==> src/rtl/sample_unpacker.sv <==
// sample_unpacker: turns one wide capture word into a serial stream of
// rescaled samples, slice 0 (word LSBs) first. A new word can be loaded on the
// same edge that hands off the last slice, so the stream has no bubbles.
module sample_unpacker #(
  parameter int SAMPLE_WIDTH     = 12,
  parameter int SAMPLES_PER_WORD = 4,
  parameter int OUTPUT_WIDTH     = 12
) (
  input  logic                                     clk,
  input  logic                                     rst_n,
  input  logic                                     clear,
  input  logic [SAMPLE_WIDTH*SAMPLES_PER_WORD-1:0] word_in,
  input  logic                                     word_valid,
  output logic                                     word_ready,
  output logic [OUTPUT_WIDTH-1:0]                  sample_out,
  output logic                                     sample_valid,
  input  logic                                     sample_ready,
  output logic                                     sample_last
);

  localparam int WORD_W = SAMPLE_WIDTH * SAMPLES_PER_WORD;
  localparam int IDX_W  = (SAMPLES_PER_WORD > 1) ? $clog2(SAMPLES_PER_WORD) : 1;
  localparam logic [IDX_W-1:0] LAST_IDX = IDX_W'(SAMPLES_PER_WORD - 1);

  typedef enum logic {
    IDLE = 1'b0,
    EMIT = 1'b1
  } state_e;

  state_e                  state_q, state_d;
  logic [IDX_W-1:0]        idx_q, idx_d;
  logic [WORD_W-1:0]       word_q, word_d;
  logic [SAMPLE_WIDTH-1:0] slice;
  logic [OUTPUT_WIDTH-1:0] scaled;

  assign slice = word_q[idx_q*SAMPLE_WIDTH +: SAMPLE_WIDTH];

  // Rescale by bit alignment only: widen with zero LSBs, narrow by keeping MSBs.
  if (OUTPUT_WIDTH > SAMPLE_WIDTH) begin : g_widen
    assign scaled = {slice, {(OUTPUT_WIDTH-SAMPLE_WIDTH){1'b0}}};
  end else if (OUTPUT_WIDTH < SAMPLE_WIDTH) begin : g_narrow
    assign scaled = slice[SAMPLE_WIDTH-1 -: OUTPUT_WIDTH];
  end else begin : g_pass
    assign scaled = slice;
  end

  // Output decode straight from state and index; word_ready never looks at word_valid.
  always_comb begin
    sample_valid = (state_q == EMIT);
    sample_last  = sample_valid && (idx_q == LAST_IDX);
    sample_out   = sample_valid ? scaled : '0;
    word_ready   = !clear && ((state_q == IDLE) || (sample_last && sample_ready));
  end

  // Next-state logic: clear wins, otherwise load / advance / drain.
  always_comb begin
    // NOTE: every output of this block gets a default first so no path leaves it unassigned (no latches).
    state_d = state_q;
    idx_d   = idx_q;
    word_d  = word_q;
    if (clear) begin
      state_d = IDLE;
      idx_d   = '0;
      word_d  = '0;
    end else begin
      unique case (state_q)
        IDLE: begin
          if (word_valid) begin
            state_d = EMIT;
            idx_d   = '0;
            word_d  = word_in;
          end
        end
        EMIT: begin
          if (sample_ready) begin
            if (!sample_last) begin
              idx_d = idx_q + IDX_W'(1);
            end else if (word_valid) begin
              idx_d  = '0;
              word_d = word_in;
            end else begin
              state_d = IDLE;
              idx_d   = '0;
            end
          end
        end
        default: state_d = IDLE;
      endcase
    end
  end

  // State, index and holding register.
  always_ff @(posedge clk or negedge rst_n) begin
    if (!rst_n) begin
      state_q <= IDLE;
      idx_q   <= '0;
      // NOTE: the holding register is reset on purpose so sample_out and the slice mux start from a known zero.
      word_q  <= '0;
    end else begin
      // NOTE: non-blocking assignments keep all registers updating from pre-edge values.
      state_q <= state_d;
      idx_q   <= idx_d;
      word_q  <= word_d;
    end
  end

endmodule

==> config.mk <==
export PLATFORM = sky130hd
export DESIGN_NAME = sample_unpacker
export DESIGN_NICKNAME = d
export VERILOG_FILES = /design/src/rtl/sample_unpacker.sv
export SDC_FILE = /design/constraint.sdc
export NUM_CORES = 1
export LEC_CHECK = 0
export CAP_MARGIN = 10
export CORE_ASPECT_RATIO = 1.25
export CORE_MARGIN = 5
export CORE_UTILIZATION = 35
export DETAILED_ROUTE_END_ITERATION = 10
export PLACE_DENSITY = 0.74
export REMOVE_ABC_BUFFERS = 1
export SLEW_MARGIN = 20
export SYNTH_ARGS = -nofsm -noshare
export SYNTH_HDL_FRONTEND = slang
export SYNTH_SLANG_ARGS = --single-unit
==> constraint.sdc <==
create_clock -name clk -period 1.73 [get_ports clk]
set_input_delay 0.2595 -clock clk [delete_from_list [all_inputs] [get_ports clk]]
set_output_delay 0.2595 -clock clk [all_outputs]
set_load 0.01 [all_outputs]
== Word-level counts from Yosys, hierarchy flattened ==
Index checks and enable logic that the tools add are counted.

* Input port bits: 53
* Output and inout bits: 15
* Register bits after elaboration: 51
* Logic and storage cells: 34

* $mul: 1
* Equality and inequality tests: 4
* Reductions and logical operators: 7
* Bitwise operators: 1
* Muxes and demuxes: 16
* Shift-type cells: 1
* Add/subtract/negate cells: 1

{| class="wikitable"
|+ Operators by type and width
! kind !! count
|-
| two-way mux 48 bit || 4
|-
| one-hot mux 48 bit (2 select lines) || 1
|-
| variable part select 48 x 7 -> 12 bit || 1
|-
| two-way mux 12 bit || 1
|-
| inequality test 3 bit, second input constant || 3
|-
| two-way mux 2 bit || 4
|-
| multiplier 2 x 2 -> 4 bit, second input constant || 1
|-
| two-way mux 1 bit || 4
|-
| one-hot mux 2 bit (2 select lines) || 1
|-
| AND reduction 2 bit || 2
|-
| logical AND 1 bit || 3
|-
| adder 2 x 1 -> 2 bit, second input constant || 1
|-
| == test 2 bit, second input constant || 1
|-
| one-hot mux 1 bit (2 select lines) || 1
|-
| logical NOT 1 bit || 1
|-
| logical OR 1 bit || 1
|-
| inverter 1 bit || 1
|}

== Longest topological paths before layout ==
Gate-level depths: netlist of run 1.

* Depth in word-level cells: 6
* Mapped depth: 6
* Gate-level depth less buffers: 4

== Worst setup path before layout of run 1 ==
Ideal clock, no wire load.

* Path kind: register -> output
* Start point: reg idx_q[0]
* End point: out sample_out[10]
* Required time: 1470 ps
* Data arrival time: 1307 ps
* Path slack: 164 ps
* Stages on the path, launching flop included: 5
* Path buffers: 2
* Path through: dfrtp_1 buf_6 buf_6 mux4_2 and2_1

* Word-level cells in the longest chain between the ends: 3

{| class="wikitable"
|+ RTL lines
! what !! RTL line !! text
|-
| from (decl) || 31 || <nowiki>logic [IDX_W-1:0] idx_q, idx_d;</nowiki>
|-
| from (signal assigned) || 102 || <nowiki>idx_q <= idx_d;</nowiki>
|-
| multiplier 2 x 2 -> 4 bit || 36 || <nowiki>assign slice = word_q[idx_q*SAMPLE_WIDTH +: SAMPLE_WIDTH];</nowiki>
|-
| variable part select 48 x 7 -> 12 bit || 36 ||
|-
| two-way mux 12 bit || 51 || <nowiki>sample_out = sample_valid ? scaled : '0;</nowiki>
|-
| to (decl) || 15 || <nowiki>output logic [OUTPUT_WIDTH-1:0] sample_out,</nowiki>
|}

Every way passes these cells.

== Final worst setup path of run 1 ==
Same ends and word-level chain as after synthesis.

==> results of run 1 <==
-- cells in the final DEF, fill, tap and decap left out --
cell	Yosys	final
buf_12	0	5
nor2_1	4	4
clkdlybuf4s50_1	0	52
clkbuf_16	0	3
or3b_1	1	1
ha_4	0	1
buf_16	0	3
a311oi_1	1	1
buf_4	1	15
dlygate4sd3_1	0	1
dfrtp_2	0	2
dfrtp_1	51	49
clkbuf_1	3	2
a21boi_4	1	1
clkinv_2	0	1
o21ba_4	0	1
mux2_2	1	1
buf_2	5	3
a21oi_1	2	2
a22o_1	48	48
buf_8	0	4
and2_1	13	1
nor3b_1	1	1
nand2b_1	1	1
nor3_4	0	1
clkbuf_8	0	5
buf_6	6	20
mux4_2	12	12
and2_4	0	12
inv_1	1	1
-- cell usage after synthesis --
cell,instances
dfrtp_1,51
a22o_1,48
and2_1,13
mux4_2,12
buf_6,6
buf_2,5
nor2_1,4
clkbuf_1,3
a21oi_1,2
a21boi_4,1
a311oi_1,1
buf_4,1
ha_1,1
inv_1,1
mux2_2,1
nand2b_1,1
nor3_2,1
nor3b_1,1
o21ba_1,1
or3b_1,1
-- routing by layer --
layer | wire length (um) | share of wire [%] | vias up | GRT usage (%)
met4 | 50 | 0.81 | 0 | 3.07
met2 | 3140 | 51 | 45 | 25.9
li1 | - | - | 798 | -
met1 | 2640 | 43 | 925 | 21.2
met3 | 312 | 5.1 | 5 | 3.05
met5 | 0 | 0 | - | 0
-- area by class of cell --
class                   count  area (um2)  share of cell area (%)
well taps                  87         109                    3.01
clock buffers               7        76.3                    2.11
flip-flops and latches     51        1280                    35.3
multi-input cells          88         946                    26.1
inverters                   1        3.75                   0.104
repair buffers            106        1200                    33.2
clock inverters             1        5.00                   0.138
-- flip-flops by register name (all words and copies together) (netlist names) --
| name | cells |
|---|---|
| idx_q | 2 |
| sample_valid | 1 |
| word_q | 48 |
-- power groups by stage --
stage               Clock (W)  Sequential (W)  Combinational [W]
CTS                  0.000688         0.00130           0.000538
global placement            0         0.00132           0.000425
floorplan                   0         0.00132           0.000153
finish               0.000665         0.00130           0.000546
detailed placement          0         0.00133           0.000433
global route         0.000734         0.00131           0.000587
-- per-stage QoR --
| stage | setup TNS (ns) | setup WS, ns | hold WS [ns] | cells | area (um2) |
|---|---|---|---|---|---|
| 6_report | -5.68 | -0.163 | 0.476 | 341 | 3620 |
| 5_1_grt | -9.47 | -0.238 | 0.522 | 341 | 3620 |
| 4_1_cts | -5.53 | -0.245 | 0.498 | 339 | 3530 |
| 3_5_place_dp | -6.94 | -0.237 | 0.287 | 312 | 3160 |
| 3_3_place_gp | -5.63 | -0.220 | 0.281 | 312 | 3160 |
| 2_1_floorplan | -56.90 | -1.17 | -0.0361 | 140 | 2170 |
-- logic make-up after synthesis --
family / after synthesis / synth area share (%)
adder cells (fa/ha/maj): 1 / 0.548
buffers and inverters: 16 / 5.04
flip-flops: 51 / 55.9
AO/OA/AOI/OAI: 53 / 20.5
multiplexers: 13 / 12.3
AND/OR/NAND/NOR: 21 / 5.65
-- worst paths after layout --
check | end | depth (start not counted)
min in group clk | word_q[31] | 1
worst max register to register | word_q[24] | 9
max in group asynchronous | sample_valid | 3
worst min-delay path | word_q[0] | 2
worst max-delay path | sample_out[10] | 4
worst min register to register | word_q[31] | 1
-- critical path, stage by stage, from the launching register on --
cell	delay, ns
dfrtp_2	0.42
buf_8	0.15
mux4_2	0.50
and2_4	0.15
buf_6	0.11
-- what timing repair did --
action                                  4_1_cts  5_1_grt
pin swaps                                    18       28
resized for setup                            84       23
setup buffers                                14        4
hold buffers                                  1        0
endpoints found under the hold margin        22        0
endpoints found under the setup margin       58       62
gates cloned                                  6        3
==> impl_metrics.ini, run 1 <==
[detailed_routing]
vias = 1773
drt_wl_total_mm = 6.14
drtIter0Drc = 43
vias_per_cell = 5.20
drc_errors = 0
wl_per_cell_um = 18.0
drt-pass1-iter-count = 4
ant_nets = 0

[timing]
setup_viol = 57
worst_slack_ns = -0.163
finalCritPeriodShare_pct = 109
finalCriticalPeriod_ns = 1.89
max_freq_mhz = 528
slew_headroom_pct = 62.5
skew_ns = 0.00987
hold_viol = 0
worst_pin_slew_ns = 0.563
report.final.slew_viol_count = 0
rsz0062_at_grt = true

[outcome]
status = finished, violations left
violations = setup timing

[worst_setup_path]
cp-startpoint = idx_q[0]
critPathArrivalTime_ns = 1.63
cp_max_fo = 5
timing.setup.critical_path_class = flip-flop to output pin
reg2reg_slack_ns = -0.13
cp-end-kind = output pin
r2r-start = idx_q[0]
worst_setup_path_start_kind = flip-flop
cp.required_ns = 1.47

[power_and_ir_drop]
ir_drop_mv = 0.349
leakagePower_nw = 1.64
clock_power_share_pct = 26.5
total_power_w = 0.00251
intPower_w = 0.00190
p_sw_w = 0.000612
p_per_area_mw_per_mm2 = 694
p_comb_share_pct = 21.7
seq_power_share_pct = 51.8
switching_share_pct = 24.4

[synthesis]
yosysWarningCount = 0
yosysSeqAreaShare_pct = 55.9
avgSynthCellArea_um2 = 14.7
yosysTopAreaCell = dfrtp_1
syn-cell-area_mm2 = 0.00228
yosysTopAreaCellShare_pct = 55.9
ys_top_cells_by_area = dfrtp_1, a22o_1, mux4_2
synth_seq_cells = 51
synth_cells = 155
ys_types = 20

[grt]
grt_max_degree = 30
antenna_found_initial = 0
grt_usage_pct = 15.6
grt_overflow_total = 0
grt_pass1_wl_mm = 9.64
grt_pass1_vias = 1874

[placement]
hpwlAfterDp_mm = 3.93
gp_congestion = 0.716
port-buffer-count = 67

[clock_tree]
clkLatencyLatePin_ns = 0.30
clockRootBuffer = clkbuf_8
tritoncts = built
cts_buffer_depth = 2
cts_made_buffers = 5
clk_pin_slew_ns = 0.09
htree_levels = 2
cts_sinks = 51

[floorplanning]
rows = 33
start_util_pct = 35.4
die_x_um = 82.2
fp.dieH_um = 100
core_mm2 = 0.00644
boundaryPins = 68
die_area_mm2 = 0.00825

[job]
cap_viol_max_count = 0

[layout]
fillers = 576
area_growth_pct = 58.6
utilization_pct = 56.2
drive_above_1_share_pct = 35.4
nets = 307
diodes = 0

[worst_hold_path]
hold_path.class = primary input to asynchronous set/reset pin
(Power assumes the default switching activity.)
==> inputs of run 2 (changes only) <==
==> constraint.sdc (replaced) <==
create_clock -name clk -period 1.73 [get_ports clk]
set_input_delay 0.2595 -clock clk [delete_from_list [all_inputs] [get_ports clk]]
set_output_delay 0.2595 -clock clk [all_outputs]
set_load 0.05 [all_outputs]
==> run 2 against run 1 <==
The run still ends with setup timing left; global-route usage shrank 1.8 points; setup slack lost 0.058 ns; first-iteration DRC count grew 81%; wire length shrank 13%; fmax shrank 3.0%; register-to-register slack gained 0.20 ns; critical path depth is the same; combinational power shrank 9.2%; hold slack lost 0.012 ns; die area is the same; sequential share of layout area grew 2.5 points; via count shrank 6.3%; critical path type unchanged; critical endpoint is now sample_out[1].
==> impl_metrics.ini, run 2 (same netlist as run 1, synthesis figures left out) <==
[outcome]
status = finished, violations left
violations = setup timing

[detailed_routing]
ant_nets = 0
drt_wl_total_mm = 5.35
vias = 1662
drc_errors = 0
drt-pass1-iter-count = 6
drtIter0Drc = 78
wl_per_cell_um = 16.7
vias_per_cell = 5.18

[floorplanning]
start_util_pct = 35.4
boundaryPins = 68
die_area_mm2 = 0.00825
core_mm2 = 0.00644
fp.dieH_um = 100
rows = 33
die_x_um = 82.2

[timing]
holdWs_ns = 0.465
slew_headroom_pct = 62.9
finalCriticalPeriod_ns = 1.95
setup_viol = 12
max_freq_mhz = 513
rsz0062_at_grt = true
hold_viol = 0
worst_pin_slew_ns = 0.557
finalCritPeriodShare_pct = 113
skew_ns = 0.0116
worst_slack_ns = -0.221
report.final.slew_viol_count = 0

[worst_setup_path]
slowest_delay_ns = 0.50
timing.setup.critical_path_class = flip-flop to output pin
crit_slowest_cell = mux4_2
cp_max_fo = 6
cp-end-kind = output pin
cp.required_ns = 1.47
critPathArrivalTime_ns = 1.69
worst_setup_path_start_kind = flip-flop
cpMostUsedCell = buf_6
crit_path_cell_trace = buf_6 > mux4_2 > and2_4 > buf_6

[layout]
seq_area_mm2 = 0.00128
final_common_cell = clkdlybuf4s50_1
drive_above_1_share_pct = 31.2
final_cell_mix = clkdlybuf4s50_1, dfrtp_1, a22o_1, buf_6
nets = 287
largest_reg_flops = 48
diodes = 0
fin_area_mm2 = 0.00338
fillers = 583
area_growth_pct = 47.9
multiInputGateArea_um2 = 948
top_register = word_q

[grt]
grt_pass1_wl_mm = 8.82
top_usage_layer = met2
use_met3_pct = 3.41
use_met1_pct = 19.5
grt_pass1_vias = 1790
grt_overflow_total = 0
antenna_found_initial = 0
grt_max_degree = 30
grt_usage_pct = 13.8
use_met2_pct = 21.1

[clock_tree]
cts_sinks = 51
cts_buffer_depth = 2
clkLatencyLatePin_ns = 0.30
cts_made_buffers = 5
htree_levels = 2
clk_pin_slew_ns = 0.10
tritoncts = built
clockRootBuffer = clkbuf_8

[placement]
place_area_mm2 = 0.00311
hpwlAfterDp_mm = 3.78
gp_congestion = 0.719
port-buffer-count = 67

[worst_hold_path]
hold_path.class = primary input to asynchronous set/reset pin

[power_and_ir_drop]
ir_drop_mv = 0.473
leakagePower_nw = 1.51
p_per_area_mw_per_mm2 = 784

[job]
cap_viol_max_count = 0
[run 2: report_power, final]
group	leakage [nW]	total, W	internal [W]	switching, W
clock	0.0548	0.000850	0.000436	0.000414
sequential	0.685	0.00130	0.00126	0.0000394
combinational	0.771	0.000496	0.000290	0.000207
total	1.51	0.00265	0.00198	0.000660
[run 2: what timing repair did]
| action | CTS | global route |
|---|---|---|
| hold buffers | 1 | 0 |
| endpoints found under the hold margin | 22 | 0 |
| gates resized for setup | 31 | 1 |
| gates cloned | 0 | 1 |
| buffers inserted | 3 | 1 |
| pin swaps | 1 | 0 |
| endpoints found under the setup margin | 13 | 14 |
[run 2: per-layer routing]
layer | part of all wire [%] | vias up | wire length [um]
li1 | - | 764 | -
met1 | 42 | 835 | 2250
met2 | 50 | 58 | 2670
met3 | 7.1 | 5 | 381
met4 | 0.93 | 0 | 50
met5 | 0 | - | 0
[run 2: through the flow]
step	cells	worst slack, ns	setup TNS (ns)	util (%)	power [W]
floorplan	140	-1.17	-59.01	-	0.00151
global placement	308	0.0195	0	48.2	0.00177
detailed placement	308	-0.00909	-0.0413	48.2	0.00178
CTS	319	-0.245	-2.79	51.8	0.00267
global route	321	-0.289	-3.31	52.4	0.00276
finish	321	-0.221	-2.48	52.4	0.00265
[run 2: path summary, 6_finish.rpt]
check,to,depth (start not counted),startpoint,slack (ns)
setup / recovery,sample_out[1],4,idx_q[0],-0.22
hold / removal,word_q[11],2,rst_n,0.46
setup reg to reg,word_q[13],7,idx_q[0],0.07
hold reg to reg,word_q[33],1,word_q[33],0.51
max in group asynchronous,idx_q[0],3,rst_n,0.71
min in group clk,word_q[33],1,word_q[33],0.51
[run 2: cell type report]
cell class                      instances  share of cell area (%)
Inverter                                1                   0.111
Clock inverter                          3                    1.37
Timing Repair Buffer                   86                    27.3
Sequential cell                        51                    37.8
Clock buffer                            5                    2.04
Multi-Input combinational cell         88                    28.1
Tap cell                               87                    3.22
[run 2: worst max-delay path: cells and delay by family, from the launching register on]
family	cells	cell delay, ns
buffers and inverters	2	0.29
flip-flops	1	0.42
multiplexers	1	0.50
AND/OR/NAND/NOR	1	0.17
